`config.mk`:
```
export PLATFORM = sky130hd
export DESIGN_NAME = addsub_serial
export DESIGN_NICKNAME = d
export VERILOG_FILES = /design/src/rtl/addsub_serial.sv
export SDC_FILE = /design/constraint.sdc
export NUM_CORES = 1
export LEC_CHECK = 0
export ABC_AREA = 1
export BUFFER_PORTS_ARGS = -buffer_cell sky130_fd_sc_hd__buf_4
export CAP_MARGIN = 30
export CORE_MARGIN = 3
export CORE_UTILIZATION = 30
export DETAILED_ROUTE_END_ITERATION = 6
export HOLD_SLACK_MARGIN = 0.03
export PLACE_DENSITY = 0.49
export SLEW_MARGIN = 20
export SYNTH_ARGS = -nofsm -noshare
export SYNTH_HDL_FRONTEND = slang
export SYNTH_SLANG_ARGS = --single-unit
```
`constraint.sdc`:
```
create_clock -name clk -period 3.2 [get_ports clk]
set_input_delay 0.64 -clock clk [delete_from_list [all_inputs] [get_ports clk]]
set_output_delay 0.64 -clock clk [all_outputs]
set_load 0.01 [all_outputs]
```
`src/rtl/addsub_serial.sv`:
```
// Digit-serial adder/subtractor: processes DIGIT bits per clock from LSB to MSB,
// with valid/ready handshakes on both sides and registered result plus flags.
module addsub_serial #(
    parameter int WIDTH = 8,
    parameter int DIGIT = 2
) (
    input  logic             clk,
    input  logic             reset,
    input  logic             in_valid,
    output logic             in_ready,
    input  logic [WIDTH-1:0] a,
    input  logic [WIDTH-1:0] b,
    input  logic             in_carry,
    input  logic             b_invert,
    output logic             out_valid,
    input  logic             out_ready,
    output logic [WIDTH-1:0] out,
    output logic             out_carry,
    output logic             overflow,
    output logic             zero,
    output logic             negative
);

    localparam int N  = WIDTH / DIGIT;
    localparam int KW = (N > 1) ? $clog2(N) : 1;

    localparam logic [1:0] IDLE = 2'd0;
    localparam logic [1:0] RUN  = 2'd1;
    localparam logic [1:0] DONE = 2'd2;

    logic [1:0]       state;
    logic [WIDTH-1:0] a_reg;
    logic [WIDTH-1:0] bf_reg;
    logic             carry;
    logic [KW-1:0]    k;
    logic [WIDTH-1:0] out_reg;
    logic             carry_flag;
    logic             ovf_flag;
    logic             zero_flag;
    logic             neg_flag;

    logic [DIGIT-1:0] a_dig;
    logic [DIGIT-1:0] b_dig;
    logic [DIGIT:0]   dsum;
    logic [WIDTH-1:0] out_next;
    logic             last;

    assign a_dig = a_reg[k*DIGIT +: DIGIT];
    assign b_dig = bf_reg[k*DIGIT +: DIGIT];
    assign dsum  = {1'b0, a_dig} + {1'b0, b_dig} + (DIGIT+1)'(carry);
    assign last  = (k == KW'(N - 1));

    // Result vector as it will look once the current digit is written;
    // the flags on the final digit are taken from this complete value.
    always_comb begin
        out_next = out_reg;
        out_next[k*DIGIT +: DIGIT] = dsum[DIGIT-1:0];
    end

    always_ff @(posedge clk or posedge reset) begin
        if (reset) begin
            state      <= IDLE;
            a_reg      <= '0;
            bf_reg     <= '0;
            carry      <= 1'b0;
            k          <= '0;
            out_reg    <= '0;
            carry_flag <= 1'b0;
            ovf_flag   <= 1'b0;
            zero_flag  <= 1'b0;
            neg_flag   <= 1'b0;
        end else begin
            case (state)
                IDLE: begin
                    if (in_valid) begin
                        a_reg  <= a;
                        bf_reg <= b ^ {WIDTH{b_invert}};
                        carry  <= in_carry ^ b_invert;
                        k      <= '0;
                        state  <= RUN;
                    end
                end
                RUN: begin
                    out_reg <= out_next;
                    carry   <= dsum[DIGIT];
                    k       <= k + KW'(1);
                    if (last) begin
                        carry_flag <= dsum[DIGIT];
                        ovf_flag   <= (a_reg[WIDTH-1] == bf_reg[WIDTH-1]) &&
                                      (out_next[WIDTH-1] != a_reg[WIDTH-1]);
                        zero_flag  <= (out_next == '0);
                        neg_flag   <= out_next[WIDTH-1];
                        state      <= DONE;
                    end
                end
                DONE: begin
                    if (out_ready) begin
                        state <= IDLE;
                    end
                end
                default: state <= IDLE;
            endcase
        end
    end

    assign in_ready  = (state == IDLE);
    assign out_valid = (state == DONE);
    assign out       = out_reg;
    assign out_carry = carry_flag;
    assign overflow  = ovf_flag;
    assign zero      = zero_flag;
    assign negative  = neg_flag;

endmodule

```
==> run metrics, run 1 <==
status=complete, no violations; via count=1450; Routability Congestion=0.732; clock power share=17.5%; die width=83.6 um; fin cells=330; Synth Register Bits=33; Fin. Hold Viols=0; first-pass GRT wire length=6.85 mm; placed cell count=322; XOR/XNOR Fraction of Synth Area=4.37%; WP data required=3.37 ns; Setup-failing EPs final=0; crit path DAT=2.79 ns; cell area after synthesis=0.00181 mm2; CP endpoint kind=flop; gr busiest metal=met2; post-synthesis mux area share=0%; Final Cell Area=0.00224 mm2; Starting Density=31.8%; Vias/cell=4.39; ys flop type=dfrtp_1; area fraction in compound gates after synthesis=11.8%; share of async-settable or async-resettable flops after synthesis=100%; First DRT Iteration DRCs=31; HPWL after DPL=2.93 mm; drt pass-1 iters=4; clock buffer depth=2; period utilization=81.9%; Hold Buf Count CTS=0; ANT nets after route=0; sequential share of the synthesized area=45.7%; Post-CTS Setup Bufs=0; Total GRT Usage=12.0%; M2 GR Usage=19.8%; syn avg cell area=8.24 um2; share of cells above drive strength 1=22.9%; Finished Core Util=39.5%; count of different cell masters after synthesis=25; setup_tns=0 ns; total clock sinks=33; WS Path Type=flop to flop; Min Hold Slack=0.458 ns; Worst slew margin=51.7%; CTS Buf Count=5; final slew viol count=0; die area=0.00698 mm2; power density over cell area=1030 mW/mm2; Synth Net Count=249; Yosys warnings=0; Worst Clk Skew=0.00686 ns; CTS tree=yes; Skew-Pair Late Insertion Delay=0.28 ns; largest net degree at the start of global routing=34; M1 GR Usage=15.4%; drt total wl=3.90 mm; Logic pwr share=50.6%; Post-Synthesis Cells=219; Pint=1330 uW; Reg power frac=31.9%; Post-Synth Adder-Cell Area=6.38%; largest family of logic cells by synthesized area=simple AND/OR/NAND/NOR gates; Nets=287; ant diodes=0; row count=27; io pins=36; Hold Crit Class=input port to asynchronous set/reset pin; crit path max-delay cell type=fa_1; area share of the largest cell type after synthesis=45.7%; EDFF count, synth=0; max cap viols=0; synthesis-to-layout area growth=24.3%; Leakage=0.00111 uW; DP Area=0.00213 mm2; crit path cell chain=inv_1 -> o21ai_0 -> o22ai_1 -> fa_1 -> fa_1 -> nand2_1 -> nor2_1 -> nor2_1 -> nand2_1 -> nor2_1 -> nand3_1 -> nand2_1; crit-path max FO=14; core area=0.00568 mm2; Worst Path Buf+Inv=1; # DRC=0; Commonest cells post-synth=67 x nand2_1, 33 x dfrtp_1, 25 x nor2_1; WL/cell=11.8 um; Switching Fraction=42.7%; die height=83.6 um; CP Launch Type=flop; H-tree Lvls=2; min Tclk post-route=2.62 ns; post-CTS sizing=0; Worst path top cell family by delay=adder cells; gr ovfl total=0; Slew @ Worst Pin=0.723 ns; I/O Buffers=35; RSZ-0062 raised after global routing=no; peak supply drop=0.339 mV; Psw=987 uW; Root Buffer=clkbuf_8; most common cell in the netlist=nand2_1; vias in the first global route=1491; met3 Use GR=3.16%; post-synthesis simple-gate area fraction=24.4%; antenna violations before repair=0; synth top area cells=dfrtp_1 46%, nand2_1 14%, o21ai_0 5.8%; cell taking the most area after synthesis=dfrtp_1; Crit path largest cell delay=0.58 ns; f_max=381 MHz; Worst-path clk slew=0.07 ns
[metrics by stage]
stage | power, uW | worst slack [ns]
finish | 2310 | 0.578
global route | 2550 | 0.310
CTS | 2360 | 0.550
detailed placement | 1940 | 0.577
global placement | 1940 | 0.633
floorplan | 1620 | 0.842
[final cells by class]
class	instances	area, um2
clock inverters	1	30.0
repair buffers	38	285
well taps	72	90.1
inverters	21	78.8
fillers	609	3430
flip-flops and latches	33	826
clock buffers	7	86.3
multi-input cells	158	847
[worst register-to-register path: cells and delay by family, from the launching register on]
family | cells | cell delay (ns)
AOI/OAI and AO/OA | 2 | 0.33
adders and majority gates | 2 | 1.00
buffers and inverters | 1 | 0.25
DFF | 1 | 0.48
and+or+nand+nor | 7 | 0.47
[final timing paths]
check | startpoint | to | slack [ns] | cells after the start
hold reg to reg | out_carry$_DFFE_PP0P_ | out_carry$_DFFE_PP0P_ | 0.48 | 2
setup / recovery | k[0]$_DFFE_PP0P_ | zero$_DFFE_PP0P_ | 0.58 | 12
setup reg to reg | k[0]$_DFFE_PP0P_ | zero$_DFFE_PP0P_ | 0.58 | 12
min in group clk | out_carry$_DFFE_PP0P_ | out_carry$_DFFE_PP0P_ | 0.48 | 2
max in group asynchronous | reset | bf_reg[1]$_DFFE_PP0P_ | 2.44 | 3
hold / removal | reset | out_carry$_DFFE_PP0P_ | 0.46 | 3
[metal layers]
metal | vias up | share of wire (%) | routed length [um]
met3 | 4 | 5.1 | 197
met4 | 0 | 0.74 | 29
li1 | 765 | - | -
met1 | 648 | 48 | 1880
met5 | - | 0 | 0
met2 | 33 | 46 | 1790
[power by group through the flow]
stage	Combinational [uW]	Sequential [uW]	Clock (uW)
2_1_floorplan	892	730	0
3_3_place_gp	1190	749	0
3_5_place_dp	1190	751	0
4_1_cts	1200	744	417
5_1_grt	1340	768	439
6_report	1170	739	405
[logic make-up after synthesis]
kind of cell | count (synthesis)
fa+ha+maj | 8
compound gates | 37
xor+xnor | 9
buf+inv | 28
simple gates | 104
flops | 33
[cells in the final DEF (no fill, tap or decap), drive strengths merged]
master	netlist	layout
o22ai	7	7
buf	7	38
o21ai	27	27
ha	6	6
dfrtp	33	33
fa	2	2
bufinv	0	1
a21oi	1	1
nand2	69	69
o31ai	1	1
nor2	28	28
or2	1	1
clkbuf	0	7
xnor2	9	9
o211ai	1	1
nand3	6	6
inv	21	21
Note: power is estimated with default switching activity, not from simulation.
==> inputs of run 2 (changes only) <==
==> constraint.sdc (replaced) <==
create_clock -name clk -period 2.5 [get_ports clk]
set_input_delay 0.5 -clock clk [delete_from_list [all_inputs] [get_ports clk]]
set_output_delay 0.5 -clock clk [all_outputs]
set_load 0.01 [all_outputs]
==> run 2 against run 1 <==
Against the previous run:
- global-route usage increased by 0.40 points
- die area unchanged
- critical path depth shrank 1
- clock skew is essentially flat
- design area increased by 3.0%
- critical endpoint is now overflow$_DFFE_PP0P_
==> run metrics, run 2 (synthesized netlist as in run 1, its figures left out) <==
Fin. Hold Viols=0; Starting Density=31.8%; vias in the first global route=1467; Slew @ Worst Pin=0.649 ns; WS Path Type=flop to flop; Multi-input gate area=856 um2; total design power=3110 uW; HPWL after DPL=2.98 mm; Finished Core Util=40.7%; synthesis-to-layout area growth=27.9%; ANT nets after route=0; most frequent cells in the layout=67 x nand2_1, 45 x buf_4, 32 x dfrtp_1, 25 x nor2_1, 18 x o21ai_0; die height=83.6 um; Setup-failing EPs final=0; Reg-to-Reg Start=k[0]$_DFFE_PP0P_; crit path cell chain=buf_4 -> nor2_1 -> o22ai_1 -> fa_2 -> fa_2 -> nand3_4 -> o22ai_4 -> nand2_1 -> o21ai_1 -> nand2_1 -> nand2_1; Leakage=0.00114 uW; final worst slack=0.0955 ns; die width=83.6 um; Worst path top cell family by delay=adder cells; CP endpoint kind=flop; f_max=416 MHz; io pins=36; I/O Buffers=35; crit-path max FO=5; largest net degree at the start of global routing=34; fin cells=337; first-pass GRT wire length=6.97 mm; CTS Buf Count=5; sequential cell area=827 um2; RSZ-0062 raised after global routing=yes; drt pass-1 iters=4; Hold Buf Count CTS=0; max cap viols=0; total clock sinks=33; crit path max-delay cell type=fa_2; instance count on the critical path=11; Nets=294; Most common cell on crit path=nand2_1; H-tree Lvls=2; Root Buffer=clkbuf_8; period utilization=96.2%; ant diodes=0; Hold Crit Class=input port to asynchronous set/reset pin; Worst slew margin=56.6%; Worst Path Buf+Inv=1; Routability Congestion=0.793; antenna violations before repair=0; clock buffer depth=2; status=complete, no violations; CP Launch Type=flop; gr ovfl total=0; crit path DAT=2.63 ns; min Tclk post-route=2.40 ns; First DRT Iteration DRCs=67; Vias/cell=4.39; Worst-path clk slew=0.07 ns; share of cells above drive strength 1=26.8%; final slew viol count=0; WP data required=2.73 ns; die area=0.00698 mm2; peak supply drop=0.430 mV; Skew-Pair Late Insertion Delay=0.29 ns; Crit path largest cell delay=0.63 ns; via count=1479; fillers=619; crit path launch=k[0]$_DFFE_PP0P_; Worst Clk Skew=0.00713 ns; Total GRT Usage=12.4%; row count=27; WL/cell=11.8 um; drt total wl=3.97 mm; core area=0.00568 mm2; # DRC=0; pre-CTS WS=0.0354 ns; most common cell after layout, fill and taps aside=nand2_1; Reg2Reg Depth=11; placed cell count=326; CTS tree=yes; power density over cell area=1350 mW/mm2
## run 2: cell count changes in the layout (fill, tap and decap cells not counted), sizes merged
cell,before,now
inv,21,20
clkinvlp,0,1
buf,38,45
## run 2: report_power, final
part,total (uW),switching (uW),leakage [uW],internal (uW)
Sequential,951,183,0.000419,768
Clock,525,200,0.0000585,325
Combinational,1630,926,0.000663,706
Total,3110,1310,0.00114,1800
## run 2: worst paths after layout
path	to	slack (ns)
min in group clk	state[1]$_DFFE_PP0P_	0.40
min	negative$_DFFE_PP0P_	0.30
max in group asynchronous	k[0]$_DFFE_PP0P_	1.85
max reg2reg	overflow$_DFFE_PP0P_	0.1
max	overflow$_DFFE_PP0P_	0.1
min reg2reg	out_carry$_DFFE_PP0P_	0.48
## run 2: layer usage
layer  up-vias  wire length [um]  GRT usage, %
li1        783                 -             -
met1       659              1920          16.9
met2        31              1790          18.7
met3         6               192          3.26
met4         0                64          5.26
met5         -                 0             0
## run 2: final cells by class
cell class                 instances  area share [%]
clock inverter                     1            1.30
multi-input combinational        158            37.1
clock buffer                       7            3.74
inverter                          21            3.58
timing repair buffer              45            14.6
tap                               72            3.90
sequential                        33            35.8
## run 2: worst register-to-register path, delay by kind of cell, from the launching register on
family	cells	cell delay [ns]
buf+inv	1	0.15
flops	1	0.44
fa+ha+maj	2	1.02
simple gates	5	0.38
compound gates	3	0.37
## run 2: stage by stage
stage,hold slack [ns],area (um2),TNS [ns]
floorplan,0.444,1810,0
global placement,0.468,2160,0
detailed placement,0.470,2160,0
CTS,0.325,2270,0
global route,0.374,2310,-0.184
finish,0.302,2310,0
## run 2: timing repair
action / CTS / global route
setup buffers: 0 / 3
endpoints found under the setup margin: 0 / 7
resized for setup: 0 / 8
endpoints found under the hold margin: 0 / 0
==> inputs of run 3 (changes only) <==
--- a/config.mk
+++ b/config.mk
@@ -9,10 +9,10 @@
 export BUFFER_PORTS_ARGS = -buffer_cell sky130_fd_sc_hd__buf_4
 export CAP_MARGIN = 30
 export CORE_MARGIN = 3
-export CORE_UTILIZATION = 30
+export CORE_UTILIZATION = 35
 export DETAILED_ROUTE_END_ITERATION = 6
 export HOLD_SLACK_MARGIN = 0.03
-export PLACE_DENSITY = 0.49
+export PLACE_DENSITY = 0.55
 export SLEW_MARGIN = 20
 export SYNTH_ARGS = -nofsm -noshare
 export SYNTH_HDL_FRONTEND = slang
==> run 3 against run 2 <==
Against the previous run:
- register-to-register slack improved by 0.03 ns
- critical path depth did not move
- clock skew decreased by 0.0031 ns
- via count is 1.5% lower
- critical endpoint unchanged
==> run metrics, run 3 (synthesized netlist as in run 1, its figures left out) <==
CP endpoint kind=flop; core area=0.00485 mm2; WL/cell=11.0 um; die width=77.8 um; HPWL after DPL=2.75 mm; final slew viol count=0; total design power=3020 uW; drt total wl=3.65 mm; instance count on the critical path=11; power density over cell area=1310 mW/mm2; ANT nets after route=0; WP data required=2.72 ns; max cap viols=0; Routability Congestion=0.795; Worst Clk Skew=0.00408 ns; most common cell after layout, fill and taps aside=nand2_1; Worst Path Buf+Inv=1; drt pass-1 iters=4; crit path cell chain=buf_6 -> nor2_4 -> o22ai_2 -> fa_2 -> fa_2 -> nand3_4 -> o22ai_4 -> nand2_1 -> o21ai_1 -> nand2_1 -> nand2_1; Worst path top cell family by delay=adder cells; peak supply drop=0.567 mV; via count=1457; CTS tree=yes; largest net degree at the start of global routing=34; crit-path max FO=5; Hold Buf Count CTS=0; status=complete, no violations; R2R Setup Slk=0.12 ns; crit path DAT=2.60 ns; pre-CTS WS=0.0883 ns; antenna violations before repair=0; Starting Density=37.2%; ant diodes=0; Leakage=0.00114 uW; Total GRT Usage=13.2%; crit path max-delay cell type=fa_2; CTS Buf Count=5; io pins=36; min Tclk post-route=2.38 ns; row count=25; clock buffer depth=2; # DRC=0; total clock sinks=33; die height=77.8 um; Most common cell on crit path=nand2_1; Setup-failing EPs final=0; Crit path largest cell delay=0.63 ns; die area=0.00606 mm2; Fin. Hold Viols=0; most frequent cells in the layout=67 x nand2_1, 43 x buf_4, 32 x dfrtp_1, 23 x nor2_1, 18 x o21ai_0; Reg-to-Reg Start=k[0]$_DFFE_PP0P_; I/O Buffers=35; period utilization=95.1%; Min Hold Slack=0.301 ns; gr ovfl total=0; Hold Crit Class=input port to asynchronous set/reset pin; Root Buffer=clkbuf_8; final worst slack=0.123 ns; share of cells above drive strength 1=27.7%; r2r endpoint=overflow$_DFFE_PP0P_; CP Launch Type=flop; synthesis-to-layout area growth=27.3%; Vias/cell=4.40; Worst-path clk slew=0.07 ns; H-tree Lvls=2; Nets=294; Worst slew margin=63.1%; Reg2Reg Depth=11; First DRT Iteration DRCs=33; Slew @ Worst Pin=0.552 ns; WS Path Type=flop to flop; setup_tns=0 ns; first-pass GRT wire length=6.42 mm; vias in the first global route=1421; Skew-Pair Late Insertion Delay=0.28 ns; f_max=421 MHz
run 3: cell types whose count changed in the layout (fill, tap and decap cells not counted), sizes merged:
cell      previous run  this run
bufinv               1         0
clkinvlp             1         0
inv                 20        21
run 3: metrics by stage:
stage	cells	utilization [%]	instance area (um2)
after floorplan	219	-	1810
after global placement	322	44.5	2160
after detailed placement	322	44.5	2160
after CTS	329	46.3	2240
after global routing	331	47.4	2300
final	331	47.4	2300
run 3: worst min-delay path, stage by stage:
cell and delay, ns:
buf_4 0.10, inv_1 0.04, buf_4 0.36
run 3: layout make-up:
cell class	count	area, um2
fillers	504	2550
multi-input cells	158	875
flip-flops and latches	33	827
repair buffers	45	345
clock buffers	7	86.3
well taps	67	83.8
inverters	21	81.3
run 3: power breakdown:
part	switching (uW)	internal (uW)	total (uW)
sequential	176	768	943
combinational	938	731	1670
clock	188	218	406
run 3: how the worst max path moves through the flow:
stage                     start  slack (ns)              endpoint
6_report       k[0]$_DFFE_PP0P_        0.12  overflow$_DFFE_PP0P_
5_1_grt        k[0]$_DFFE_PP0P_      -0.003  overflow$_DFFE_PP0P_
4_1_cts        k[0]$_DFFE_PP0P_        0.06      zero$_DFFE_PP0P_
3_5_place_dp   k[0]$_DFFE_PP0P_        0.09      zero$_DFFE_PP0P_
3_3_place_gp   k[0]$_DFFE_PP0P_        0.15      zero$_DFFE_PP0P_
2_1_floorplan  k[0]$_DFFE_PP0P_        0.14      zero$_DFFE_PP0P_
run 3: what timing repair did:
action,in CTS,in global routing
gates resized for setup,0,15
setup buffers,0,2
endpoints found under the setup margin,0,7
run 3: routing by layer:
metal	GRT usage [%]	wire (um)
met1	17.6	1730
met2	20.7	1760
met3	4.52	155
met4	3.20	8
met5	0	0
